===== src/rtl/booth_mul_pkg.sv =====
// booth_mul_pkg: shared FSM state encoding and default operand width for booth_mul
package booth_mul_pkg;
  localparam int N_DEF = 4;
  typedef enum logic [1:0] {IDLE, CALC, DONE} state_t;
endpackage


===== src/rtl/booth_mul_step.sv =====
// booth_step: one radix-2 Booth iteration on {A,Q,Q-1}
//   a/q/q1 : current accumulator (N+1 bits), multiplier register, Q-1 bit
//   m      : sign-extended multiplicand (N+1 bits)
//   a_o/q_o/q1_o : state after the add/subtract and the arithmetic right shift
module booth_step #(
  parameter int N = 4
) (
  input  logic [N:0]   a,
  input  logic [N-1:0] q,
  input  logic         q1,
  input  logic [N:0]   m,
  output logic [N:0]   a_o,
  output logic [N-1:0] q_o,
  output logic         q1_o
);
  logic [N:0] sum;
  always_comb begin
    sum  = (q[0] & ~q1) ? a - m : (~q[0] & q1) ? a + m : a;
    a_o  = {sum[N], sum[N:1]};
    q_o  = {sum[0], q[N-1:1]};
    q1_o = q[0];
  end
endmodule


===== src/rtl/booth_mul.sv =====
// booth_mul: sequential signed N x N radix-2 Booth multiplier
//   clk, rst (async, active-high), start : launches an operation from IDLE
//   x, y  : signed multiplicand / multiplier, sampled at the start edge
//   z     : registered signed 2N-bit product, held until the next result
//   valid : one-cycle strobe when z is written
module booth_mul
  import booth_mul_pkg::*;
#(
  parameter int N = N_DEF
) (
  input  logic                  clk,
  input  logic                  rst,
  input  logic                  start,
  input  logic signed [N-1:0]   x,
  input  logic signed [N-1:0]   y,
  output logic signed [2*N-1:0] z,
  output logic                  valid
);
  localparam int CW = $clog2(N + 1);
  state_t         state_q, state_d;
  logic [N:0]     m_q, m_d, a_q, a_d, a_s;
  logic [N-1:0]   q_q, q_d, q_s;
  logic           q1_q, q1_d, q1_s;
  logic [CW-1:0]  cnt_q, cnt_d;
  logic [2*N-1:0] z_q, z_d;
  logic           valid_q, valid_d;
  booth_step #(.N(N)) u_step (
    .a(a_q), .q(q_q), .q1(q1_q), .m(m_q),
    .a_o(a_s), .q_o(q_s), .q1_o(q1_s)
  );
  always_ff @(posedge clk or posedge rst)
    if (rst) begin
      state_q <= IDLE;
      m_q     <= '0;
      a_q     <= '0;
      q_q     <= '0;
      q1_q    <= 1'b0;
      cnt_q   <= '0;
      z_q     <= '0;
      valid_q <= 1'b0;
    end else begin
      state_q <= state_d;
      m_q     <= m_d;
      a_q     <= a_d;
      q_q     <= q_d;
      q1_q    <= q1_d;
      cnt_q   <= cnt_d;
      z_q     <= z_d;
      valid_q <= valid_d;
    end
  always_comb begin
    state_d = state_q;
    m_d     = m_q;
    a_d     = a_q;
    q_d     = q_q;
    q1_d    = q1_q;
    cnt_d   = cnt_q;
    z_d     = z_q;
    valid_d = 1'b0;
    case (state_q)
      IDLE: if (start) begin
        m_d     = {x[N-1], x};
        q_d     = y;
        a_d     = '0;
        q1_d    = 1'b0;
        cnt_d   = CW'(N);
        state_d = CALC;
      end
      CALC: begin
        a_d   = a_s;
        q_d   = q_s;
        q1_d  = q1_s;
        cnt_d = cnt_q - CW'(1);
        // the step completing now is the last one: publish the shifted {A,Q}
        if (cnt_q == CW'(1)) begin
          z_d     = {a_s[N-1:0], q_s};
          valid_d = 1'b1;
          state_d = DONE;
        end
      end
      DONE:    state_d = IDLE;
      default: state_d = IDLE;
    endcase
  end
  assign z     = z_q;
  assign valid = valid_q;
endmodule


===== config.mk =====
export PLATFORM = sky130hd
export DESIGN_NAME = booth_mul
export DESIGN_NICKNAME = d
export VERILOG_FILES = /design/src/rtl/booth_mul_pkg.sv /design/src/rtl/booth_mul_step.sv /design/src/rtl/booth_mul.sv
export SDC_FILE = /design/constraint.sdc
export NUM_CORES = 1
export LEC_CHECK = 0
export CAP_MARGIN = 20
export CORE_MARGIN = 5
export CORE_UTILIZATION = 33
export DETAILED_ROUTE_END_ITERATION = 6
export GPL_TIMING_DRIVEN = 1
export HOLD_SLACK_MARGIN = 0.08
export RECOVER_POWER = 50
export REMOVE_ABC_BUFFERS = 1
export SKIP_CTS_REPAIR_TIMING = 1
export SYNTH_ARGS = -nofsm -noshare
export SYNTH_HDL_FRONTEND = slang
export SYNTH_SLANG_ARGS = --single-unit

===== constraint.sdc =====
create_clock -name clk -period 1.9 [get_ports clk]
set_input_delay 0.38 -clock clk [delete_from_list [all_inputs] [get_ports clk]]
set_output_delay 0.38 -clock clk [all_outputs]
set_load 0.02 [all_outputs]

-- Word-level counts from Yosys, hierarchy flattened
Cells that the tools add are included.
Widths: inputs -> output; s select.
- latch bits: 0
- flip-flop bits (word level): 28
- RAM bits: 0
- bits in read-only memories: 0
- memories: 0
- mux-type cells: 15
- add/subtract/negate cells: 3
- order comparisons: 0
- shift operators: 0
- reductions and logical operators: 6
- bitwise operators: 4
- equal/unequal tests: 4
- $mul: 0
- div/mod/pow operators: 0
- operators with widths (operator ; number):
    $mux 5 ; 3
    $pmux 5 s2 ; 1
    $pmux 4 s2 ; 1
    $reduce_and 2->1 ; 4
    $pmux 3 s2 ; 1
    $add 5x5->5 ; 1
    $sub 5x5->5 ; 1
    $mux 2 ; 2
    $mux 4 ; 1
    $ne 2x2->1 const B ; 2
    $pmux 2 s2 ; 1
    $eq 3x1->1 const B ; 1
    $mux 1 ; 3
    $mux 3 ; 1
    $sub 3x1->3 const B ; 1
    $and 1x1->1 ; 2
    $eq 2x1->1 const B ; 1
    $logic_not 2->1 ; 1
    $not 1->1 ; 2
    $pmux 1 s2 ; 1
    $reduce_bool 2->1 ; 1

-- Logic depth before layout (Yosys ltp)
Gate-level depths: netlist of run 1.
- depth after elaboration: 5
- gate-level depth with buffers: 8

-- Hierarchy
A second synthesis of run 1 with hierarchy kept.
- cell total of the unflattened synthesis: 140
- area, all modules: 1596.5 um^2
- by module, submodules not included (module ; seq. area each (um^2) ; instances ; cells each ; area each (um^2)):
    booth_mul ; 700.7 ; 1 ; 84 ; 1168.6
    booth_step ; 0.0 ; 1 ; 56 ; 427.9

-- Worst setup path before layout of run 1
OpenSTA, ideal clock, no wires.
- path kind: reg2reg
- start: register a_q[0]
- end: register z_q[5], in the netlist z[5]
- path slack: 0.161 ns
- arrival: 1.612 ns
- required time: 1.773 ns
- stages on the path, launching flop included: 9
- buffers on the path: 0
- period minus slack after synthesis: 1.739 ns
- cells stage by stage: dfrtp_1 > inv_1 > ha_1 > inv_1 > fa_1 > xnor2_1 > and3_1 > nor3_1 > mux2_1
- word-level cells in the longest chain between the ends: 3
- ends and longest elaborated chain (what ; line ; text):
    start: declaration ; booth_mul.sv:21 ; logic [N:0] m_q, m_d, a_q, a_d, a_s;
    start signal: assignment ; booth_mul.sv:35 ; a_q <= '0;
    start signal: assignment ; booth_mul.sv:44 ; a_q <= a_d;
    $add 5x5->5 ; booth_mul_step.sv:18 ; sum = (q[0] & ~q1) ? a - m : (~q[0] & q1) ? a + m : a;
    $mux 5 ; booth_mul_step.sv:18 ;
    $mux 5 (*) ; booth_mul_step.sv:18 ;
    end signal: assignment ; booth_mul.sv:48 ; z_q <= z_d;
    end: declaration ; booth_mul.sv:25 ; logic [2*N-1:0] z_q, z_d;
Every way passes the cells marked *; elsewhere a longest branch is shown, timed or not.
A chain may end at the register's enable or synchronous reset.

-- Final worst setup path of run 1
Same ends and word-level chain as after synthesis.

==> results of run 1 <==
-- tightest hold or removal path, delay by kind of cell (launching register included) --
kind	cells	cell delay [ns]
simple gates	2	0.10
flops	1	0.35
-- cell type report --
cell class | instances | area (µm²)
clock inverter | 1 | 7.51
multi-input combinational | 105 | 800
tap | 52 | 65.1
inverter | 15 | 56.3
fill | 419 | 2500
timing repair buffer | 26 | 240
sequential | 27 | 676
clock buffer | 3 | 41.3
-- stage by stage --
stage | setup WS (ns) | hold slack [ns] | TNS, ns | utilization, %
4_1_cts | -0.0681 | 0.488 | -0.122 | 41.8
6_report | 0.0476 | 0.482 | 0 | 43.0
5_1_grt | -0.0318 | 0.532 | -0.104 | 43.0
3_3_place_gp | 0.00855 | 0.461 | 0 | 40.7
3_5_place_dp | -0.0438 | 0.465 | -0.0759 | 40.7
2_1_floorplan | 0.158 | 0.433 | 0 | -
-- routing by layer --
metal / GRT usage (%) / up-vias / routed length (µm)
li1: - / 576 / -
met4: 4.81 / 0 / 44
met5: 0 / - / 0
met2: 19.2 / 8 / 1830
met1: 14.2 / 590 / 1510
met3: 1.50 / 4 / 48
-- logic make-up (layout without fill, tap and decap cells) --
kind of cell	after synthesis	count (layout)	share of synthesized area [%]
XOR/XNOR	3	3	1.74
AO/OA/AOI/OAI	41	41	18.7
flip-flops	27	27	44.7
buffers and inverters	20	45	5.88
adder cells (fa/ha/maj)	12	12	10.9
multiplexers	5	5	3.65
AND/OR/NAND/NOR	44	44	14.3
-- cell usage after synthesis, types with 2 or more instances --
library cell  count
fa_1              2
nand3_1           2
ha_1             10
a22o_1            3
inv_1            12
xor2_1            2
nor2_1            5
a21oi_1           8
nand2_1          23
nor3_1            2
o21ai_1           5
o21ai_0           8
o41ai_2           2
buf_2             2
dfrtp_1          27
mux2_1            3
nor2b_1           4
a211oi_1          3
inv_2             3
o22ai_1           7
-- where the power goes --
group	switching, µW	leakage [µW]	internal (µW)
Combinational	1140	0.000477	995
Clock	194	0.0000217	149
Sequential	286	0.000326	853
-- how the worst max path moves through the flow --
stage	from	endpoint	slack, ns	depth (start not counted)
floorplan	a_q[0]	z[5]	0.16	8
CTS	a_q[0]	a_q[1]	-0.07	8
global placement	a_q[0]	a_q[1]	0.009	8
global route	m_q[2]	a_q[2]	-0.03	6
detailed placement	a_q[0]	a_q[1]	-0.04	8
finish	a_q[0]	z[5]	0.05	8
-- cells in the final DEF (no fill, tap or decap), drive strengths merged, types with 2 or more instances in the layout --
master          n
a211oi          3
a21oi           8
a22o            3
buf             6
clkbuf          4
clkdlybuf4s50  18
dfrtp          27
fa              2
ha             10
inv            15
mux2            4
nand2          23
nand3           2
nor2            6
nor2b           4
nor3            2
nor4            2
o21ai          13
o22ai           7
o41ai           2
xor2            2
-- sequential cells by signal (all words and copies together) (netlist names) --
signal / count
a_q: 4
cnt_q: 3
m_q: 4
q1_q: 1
q_q: 4
state_q: 2
valid: 1
z: 8
==> impl_metrics.csv, run 1 <==
group,metric,value,unit
outcome,outcome,"complete, no violations",
setup_path,timing.critical_path.buf_inv,2,
routing,drc_errors,0,
global_routing,grt-ovfl-total,0,
setup_path,critPathTopFamily,"adder cells",
floorplan,die-height,77.7,µm
layout,area_growth,24.9,%
sta,rsz0062_at_grt,"yes",
sta,drv_slew,0,
routing,postRouteAntennaNets,0,
sta,relSlewSlack,52.5,%
sta,setup_viol,0,
clock_tree,h-tree-depth,1,
hold_path,hp-start,"z[0]",
global_routing,antenna_found_initial,0,
routing,avgRoutedWirePerCell,15.0,µm
floorplan,rows,24,
power,power_density,1920,nW/µm²
setup_path,slowest_stage,"dfrtp_1",
setup_path,worstPathRequired,2.06,ns
setup_path,start_kind,"flop",
routing,routed_wl,3.43,mm
run,maxCapViolations,0,
sta,post-route-min-period,1.85,ns
global_routing,first_global_vias,1218,
logic_synthesis,synthFlopType,"dfrtp_1",
layout,n_antenna_cell,0,
global_routing,grt_pass1_wl,5.61,mm
hold_path,min_to,"z[0]",
logic_synthesis,yosys_warnings,0,
logic_synthesis,synthArstFlopShare,100,%
floorplan,die_x,77.7,µm
hold_path,worstHoldPathType,"reg2reg",
floorplan,io_pins,20,
global_routing,grtUsageTotal,11.3,%
clock_tree,clk_pin_slew,0.10,ns
layout,final_area,1890,µm²
global_routing,grt_start_max_net_pins,28,
placement,placed_area,1790,µm²
setup_path,cp.arrival,2.02,ns
clock_tree,clkLatencyLatePin,0.27,ns
layout,final_cells,229,
logic_synthesis,synth_edf_count,0,
setup_path,reg2reg_slack,0.05,ns
power,p_leak,0.000824,µW
logic_synthesis,syn_avg_cell_area,9.94,µm²
sta,finalHoldViolCount,0,
setup_path,crit_fanout,4,
routing,dr.pass1.iters,4,
logic_synthesis,synthTopCellsByArea,"dfrtp_1 (45%), ha_1 (8.3%), nand2_1 (5.7%)",
sta,clock.fmax,0.540,GHz
clock_tree,cts_tree,"yes",
clock_tree,numCtsBuffers,3,
power,finalPower,3620,µW
setup_path,reg2reg_from,"a_q[0]",
logic_synthesis,synth_seq_area_share,44.7,%
logic_synthesis,synthCells,152,
sta,tightest_slew,0.713,ns
placement,dpl.cell_count,225,
placement,port_buffers,19,
setup_path,cpPeakStageDelay,0.44,ns
routing,dr.first_iter.drc_count,59,
placement,globalplace.congestion,0.893,
power,ir_worst_vdd,0.983,mV
setup_path,crit_chain,"inv_1 -> ha_2 -> inv_2 -> fa_2 -> xnor2_1 -> and3_1 -> nor3_2 -> mux2_1",
floorplan,die_area,6030,µm²
layout,drive_gt1_share,20.9,%
sta,fin_crit_sh,97.5,%
floorplan,core,4380,µm²
logic_synthesis,synth.distinct_cells,39,
setup_path,end_kind,"flop",
setup_path,worstSetupPathType,"reg2reg",
logic_synthesis,synth_top_area_cell,"dfrtp_1",
routing,viasPerCell,5.14,
logic_synthesis,synth-seq-cells,27,
placement,dpl.hpwl,2.48,mm
clock_tree,clock-sinks,27,
clock_tree,cts_max_path_buffers,2,
hold_path,holdPathStages,2,
routing,vias,1178,
sta,skew,0.00453,ns
layout,fin_nets,201,
setup_path,r2r_end,"z[5]",
floorplan,initial_core_util,34.4,%
setup_path,ff2ff_path_depth,8,
clock_tree,cts-root-buf,"clkbuf_8",
logic_synthesis,syn_area,1510,µm²
logic_synthesis,synth_top_area_share,44.7,%
No activity file was read; power rests on OpenSTA's default activity.
==> run 2, diff against run 1 <==
- ABC_AREA: unset -> 0
- clock period: 1.9 -> 1.7 ns (I/O delays scaled with it)
==> impl_metrics.csv, run 2 (synthesized netlist as in run 1, its figures left out) <==
group,metric,value,unit
global_routing,antenna_found_initial,0,
layout,regArea,676,µm²
layout,nFillCells,416,
clock_tree,cts_max_path_buffers,2,
placement,port_buffers,19,
setup_path,reg2reg_from,"m_q[0]",
clock_tree,numCtsBuffers,3,
setup_path,end_kind,"flop",
floorplan,rows,24,
global_routing,gr-usage-met2,19.7,%
power,ir_worst_vdd,0.910,mV
floorplan,core,4380,µm²
setup_path,cp.arrival,2.09,ns
sta,fin_crit_sh,110,%
setup_path,slowest_stage,"dfrtp_1",
setup_path,crit_chain,"ha_1 -> inv_1 -> fa_2 -> nor2_1 -> o41a_1 -> o32ai_2 -> mux2_4",
layout,drive_gt1_share,25.4,%
run,maxCapViolations,0,
placement,globalplace.congestion,0.831,
setup_path,crit_fanout,3,
clock_tree,cts-root-buf,"clkbuf_8",
routing,routed_wl,3.40,mm
global_routing,first_global_vias,1259,
setup_path,cpPeakStageDelay,0.42,ns
setup_path,worstSetupPathType,"reg2reg",
layout,largest_register_ffs,8,
setup_path,critPathTopFamily,"compound AO/OA/AOI/OAI gates",
layout,n_antenna_cell,0,
hold_path,worstHoldPathType,"reg2reg",
global_routing,top_usage_layer,"met2",
clock_tree,cts_tree,"yes",
layout,final_common_cell,"dfrtp_1",
global_routing,grt-ovfl-total,0,
global_routing,grt_util_met1,14.7,%
sta,clock.fmax,0.535,GHz
sta,setup_ws,-0.169,ns
routing,dr.first_iter.drc_count,85,
outcome,violations,"setup timing",
routing,viasPerCell,4.99,
power,p_leak,0.000912,µW
outcome,outcome,"complete, but fails checks",
sta,setup_viol,8,
clock_tree,h-tree-depth,1,
clock_tree,clkLatencyLatePin,0.28,ns
layout,area_growth,33.6,%
setup_path,worstPathRequired,1.92,ns
global_routing,grt_pass1_wl,5.72,mm
routing,avgRoutedWirePerCell,13.9,µm
sta,rsz0062_at_grt,"yes",
placement,dpl_worst_slack,-0.278,ns
setup_path,reg2reg_slack,-0.17,ns
sta,fin_tns_setup,-0.827,ns
layout,multi_input_area,800,µm²
sta,post-route-min-period,1.87,ns
power,power_density,2150,nW/µm²
placement,dpl.hpwl,2.62,mm
sta,drv_slew,0,
setup_path,timing.critical_path.buf_inv,1,
routing,dr.pass1.iters,4,
setup_path,crit_path_start,"m_q[0]",
routing,postRouteAntennaNets,0,
global_routing,grt.met3_usage,1.97,%
routing,drc_errors,0,
floorplan,die_x,77.7,µm
sta,tightest_slew,0.695,ns
setup_path,start_kind,"flop",
sta,relSlewSlack,53.7,%
clock_tree,clk_pin_slew,0.10,ns
layout,mostFrequentLayoutCells,"dfrtp_1 (27), nand2_1 (23), buf_4 (21), clkdlybuf4s50_1 (18), inv_1 (11)",
sta,skew,0.00433,ns
layout,fin_nets,217,
clock_tree,clock-sinks,27,
global_routing,grtUsageTotal,11.6,%
floorplan,die-height,77.7,µm
sta,finalHoldViolCount,0,
floorplan,initial_core_util,34.4,%
floorplan,io_pins,20,
hold_path,hp-start,"z[0]",
global_routing,grt_start_max_net_pins,28,
routing,vias,1223,
floorplan,die_area,6030,µm²
==> run 2: final timing paths <==
kind,to,cells after the start
hold reg to reg,z[0],2
min in group asynchronous,a_q[3],3
setup reg to reg,z[7],7
hold / removal,z[0],2
max in group asynchronous,state_q[1],3
setup / recovery,z[7],7
==> run 2: layout make-up <==
cell class	instances	area share, %
clock buffer	3	2.05
clock inverter	1	0.372
inverter	15	2.79
multi-input combinational	105	39.6
sequential	27	33.5
tap	52	3.22
timing repair buffer	42	18.5
==> run 2: worst reg2reg max path, stage by stage, from the launching register on <==
cell and delay (ns):
dfrtp_1 0.42, ha_1 0.22, inv_1 0.08, fa_2 0.21, nor2_1 0.05, o41a_1 0.32, o32ai_2 0.32, mux2_4 0.20
==> run 2: stage by stage <==
step,instance area [µm²],cells,utilization (%),total power [µW],hold slack [ns]
2_1_floorplan,1480,147,-,2740,0.393
3_3_place_gp,1910,240,43.6,3700,0.460
3_5_place_dp,1910,240,43.6,3760,0.461
4_1_cts,1960,244,44.7,4150,0.430
5_1_grt,2020,245,46.0,4720,0.517
6_report,2020,245,46.0,4350,0.480
==> run 2: layer usage <==
| metal | vias up | wire (µm) | share of wire [%] |
|---|---|---|---|
| li1 | 613 | - | - |
| met1 | 582 | 1490 | 44 |
| met2 | 21 | 1720 | 51 |
| met3 | 7 | 123 | 3.6 |
| met4 | 0 | 65 | 1.9 |
| met5 | - | 0 | 0 |
==> run 2: report_power, final <==
group	internal, µW	switching [µW]
combinational	1390	1330
clock	167	215
sequential	953	291
total	2510	1830
==> patch: new RTL, settings of run 1 <==
Remove the register `valid_q`: a continuous assignment takes its place, so the output `valid` follows one clock earlier.
--- a/src/rtl/booth_mul.sv
+++ b/src/rtl/booth_mul.sv
@@ -38,5 +38,4 @@
       cnt_q   <= '0;
       z_q     <= '0;
-      valid_q <= 1'b0;
     end else begin
       state_q <= state_d;
@@ -47,6 +46,7 @@
       cnt_q   <= cnt_d;
       z_q     <= z_d;
-      valid_q <= valid_d;
     end
+
+  assign valid_q = valid_d;
   always_comb begin
     state_d = state_q;
Function: changed (Yosys sat finds a counterexample within 10 cycles, from zero or initial values and one cycle with rst high).
==> patch against run 1 <==
- utilization is 0.54 points higher
- power is 5.6% higher
- worst hold slack better by 0.0031 ns
- via count is 0.51% lower
- die area is 1.0% lower
- worst setup slack worse by 0.0094 ns
- synthesized area is 1.2% lower
- wire length is 2.0% higher
- sequential cell count is 1 lower
- clock power is 36% higher
- first-iteration DRC count is 25% lower
- synthesized cell count is 0.66% lower
- cell area is 1.3% higher
- largest power group unchanged
- highest routed layer unchanged
==> patch: results (changes against run 1) <==
| Metric | Value | Unit | vs run 1 |
|:---|:---|:---|:---|
| Min-Delay Path Class | reg2reg | - | unchanged |
| Via count | 1172 | - | was 1178 |
| Post-synthesis share of cell area spent on full adders, half adders and majority gates | 11.1 | % | was 10.9% |
| Vias in the first global route | 1301 | - | was 1218 |
| Drt total wl | 3.50 | mm | was 3.43 mm |
| GPL Wtd Cong | 0.832 | - | was 0.893 |
| Startpoint of the lowest-slack register-to-register path | m_q[0]$_DFFE_PP0P_ | - | was a_q[0]$_DFFE_PP0P_ |
| Largest net degree at the start of global routing | 27 | - | was 28 |
| Root Driver | clkbuf_8 | - | unchanged |
| Static power due to leakage | 0.855 | nW | was 0.824 nW |
| Share of the synthesized area in the top cell type | 43.6 | % | was 44.7% |
| Worst VDD drop | 0.000740 | V | was 0.000983 V |
| Syn Area/Cell | 9.89 | sq um | was 9.94 sq um |
| Portion of the post-synthesis area used by sequential elements | 43.6 | % | was 44.7% |
| Post-synthesis mux area share | 3.69 | % | was 3.65% |
| Highest Signal Layer | met4 | - | unchanged |
| Max FO, Critical Path | 3 | - | was 4 |
| Most frequent cells after synthesis | dfrtp_1, nand2_1, inv_1 | - | unchanged |
| Fraction of layout instances using a drive strength above 1 | 22.1 | % | was 20.9% |
| Hold Slack | 0.485 | ns | was 0.482 ns |
| Global-route wire length before repair | 6.07 | mm | was 5.61 mm |
| DR WL met3 | 129 | microns | was 48 microns |
| Net count of the finished layout | 205 | - | was 201 |
| Cell variety after synth | 40 | - | was 39 |
| Number of flip-flops under the largest register name | 8 | - | unchanged |
| Compound-gate portion of the synthesized area | 19.3 | % | was 18.7% |
| Crit-path max cell delay | 0.41 | ns | was 0.44 ns |
| Worst Clk Skew | 0.00299 | ns | was 0.00453 ns |
| Initial DRC Count | 44 | - | was 59 |
| Overall Global Routing Usage | 12.4 | % | was 11.3% |
| Detailed route wirelength on metal2 | 1.78 | mm | was 1.83 mm |
| Number of cells on the worst reg-to-reg path | 7 | - | was 8 |
| Most area-consuming cells after synthesis | dfrtp_1, ha_1, nand2_1 | - | unchanged |
| Antenna diode count | 0 | - | unchanged |
| Cell Area, Placed | 1800 | sq um | was 1790 sq um |
| Headroom to the max-slew limit | 56.7 | % | was 52.5% |
| Run status | finished clean | - | unchanged |
| Wirelength per Cell | 15.0 | microns | about the same |
| Post-DP HPWL | 2.57 | mm | was 2.48 mm |
| M1 wire length | 1.54 | mm | was 1.51 mm |
| Total placed cells including tap cells | 229 | - | was 225 |
| Post-Synth XOR/XNOR Area | 1.76 | % | was 1.74% |
[patch: per-layer routing]
metal	vias to the layer above	track usage (%)
met5	-	0
met4	0	4.47
met3	5	2.69
met2	24	20.7
met1	561	15.6
li1	582	-
[patch: power breakdown]
group / internal, mW / switching, mW
Clock: 0.282 / 0.185
Sequential: 0.829 / 0.271
Combinational: 1.08 / 1.17
[patch: worst max-delay path by stage]
stage | start | to | depth (start not counted)
floorplan | a_q[0]$_DFFE_PP0P_ | z[7]$_DFFE_PP0P_ | 8
global placement | cnt_q[1]$_DFFE_PP0P_ | valid | 6
detailed placement | a_q[0]$_DFFE_PP0P_ | z[5]$_DFFE_PP0P_ | 8
CTS | cnt_q[1]$_DFFE_PP0P_ | valid | 6
global route | m_q[0]$_DFFE_PP0P_ | z[5]$_DFFE_PP0P_ | 7
finish | m_q[0]$_DFFE_PP0P_ | z[5]$_DFFE_PP0P_ | 7
[patch: cell families after synthesis]
family / after synthesis
simple gates: 44
fa+ha+maj: 12
compound gates: 41
flops: 26
xor+xnor: 3
mux: 5
buf+inv: 20
[patch: area by class of cell]
cell class              count  area [sq um]
multi-input cells         105           796
flip-flops and latches     26           652
well taps                  52          65.1
repair buffers             31           269
inverters                  15          56.3
clock inverters             1          30.0
fillers                   421          2470
clock buffers               3          41.3
[patch: critical path: cells and delay by family (launching register included)]
kind,cells,cell delay [ns]
buffers and inverters,1,0.06
DFF,1,0.41
and+or+nand+nor,2,0.31
muxes,1,0.26
adders and majority gates,2,0.55
xor gates and xnor gates,1,0.16
[patch: per-stage QoR]
stage | utilization, % | setup WS (ns)
final | 43.6 | 0.0382
after detailed placement | 41.1 | -0.00340
after global placement | 41.1 | 0.0539
after floorplan | - | 0.158
after global routing | 43.6 | -0.0311
after CTS | 42.8 | -0.288
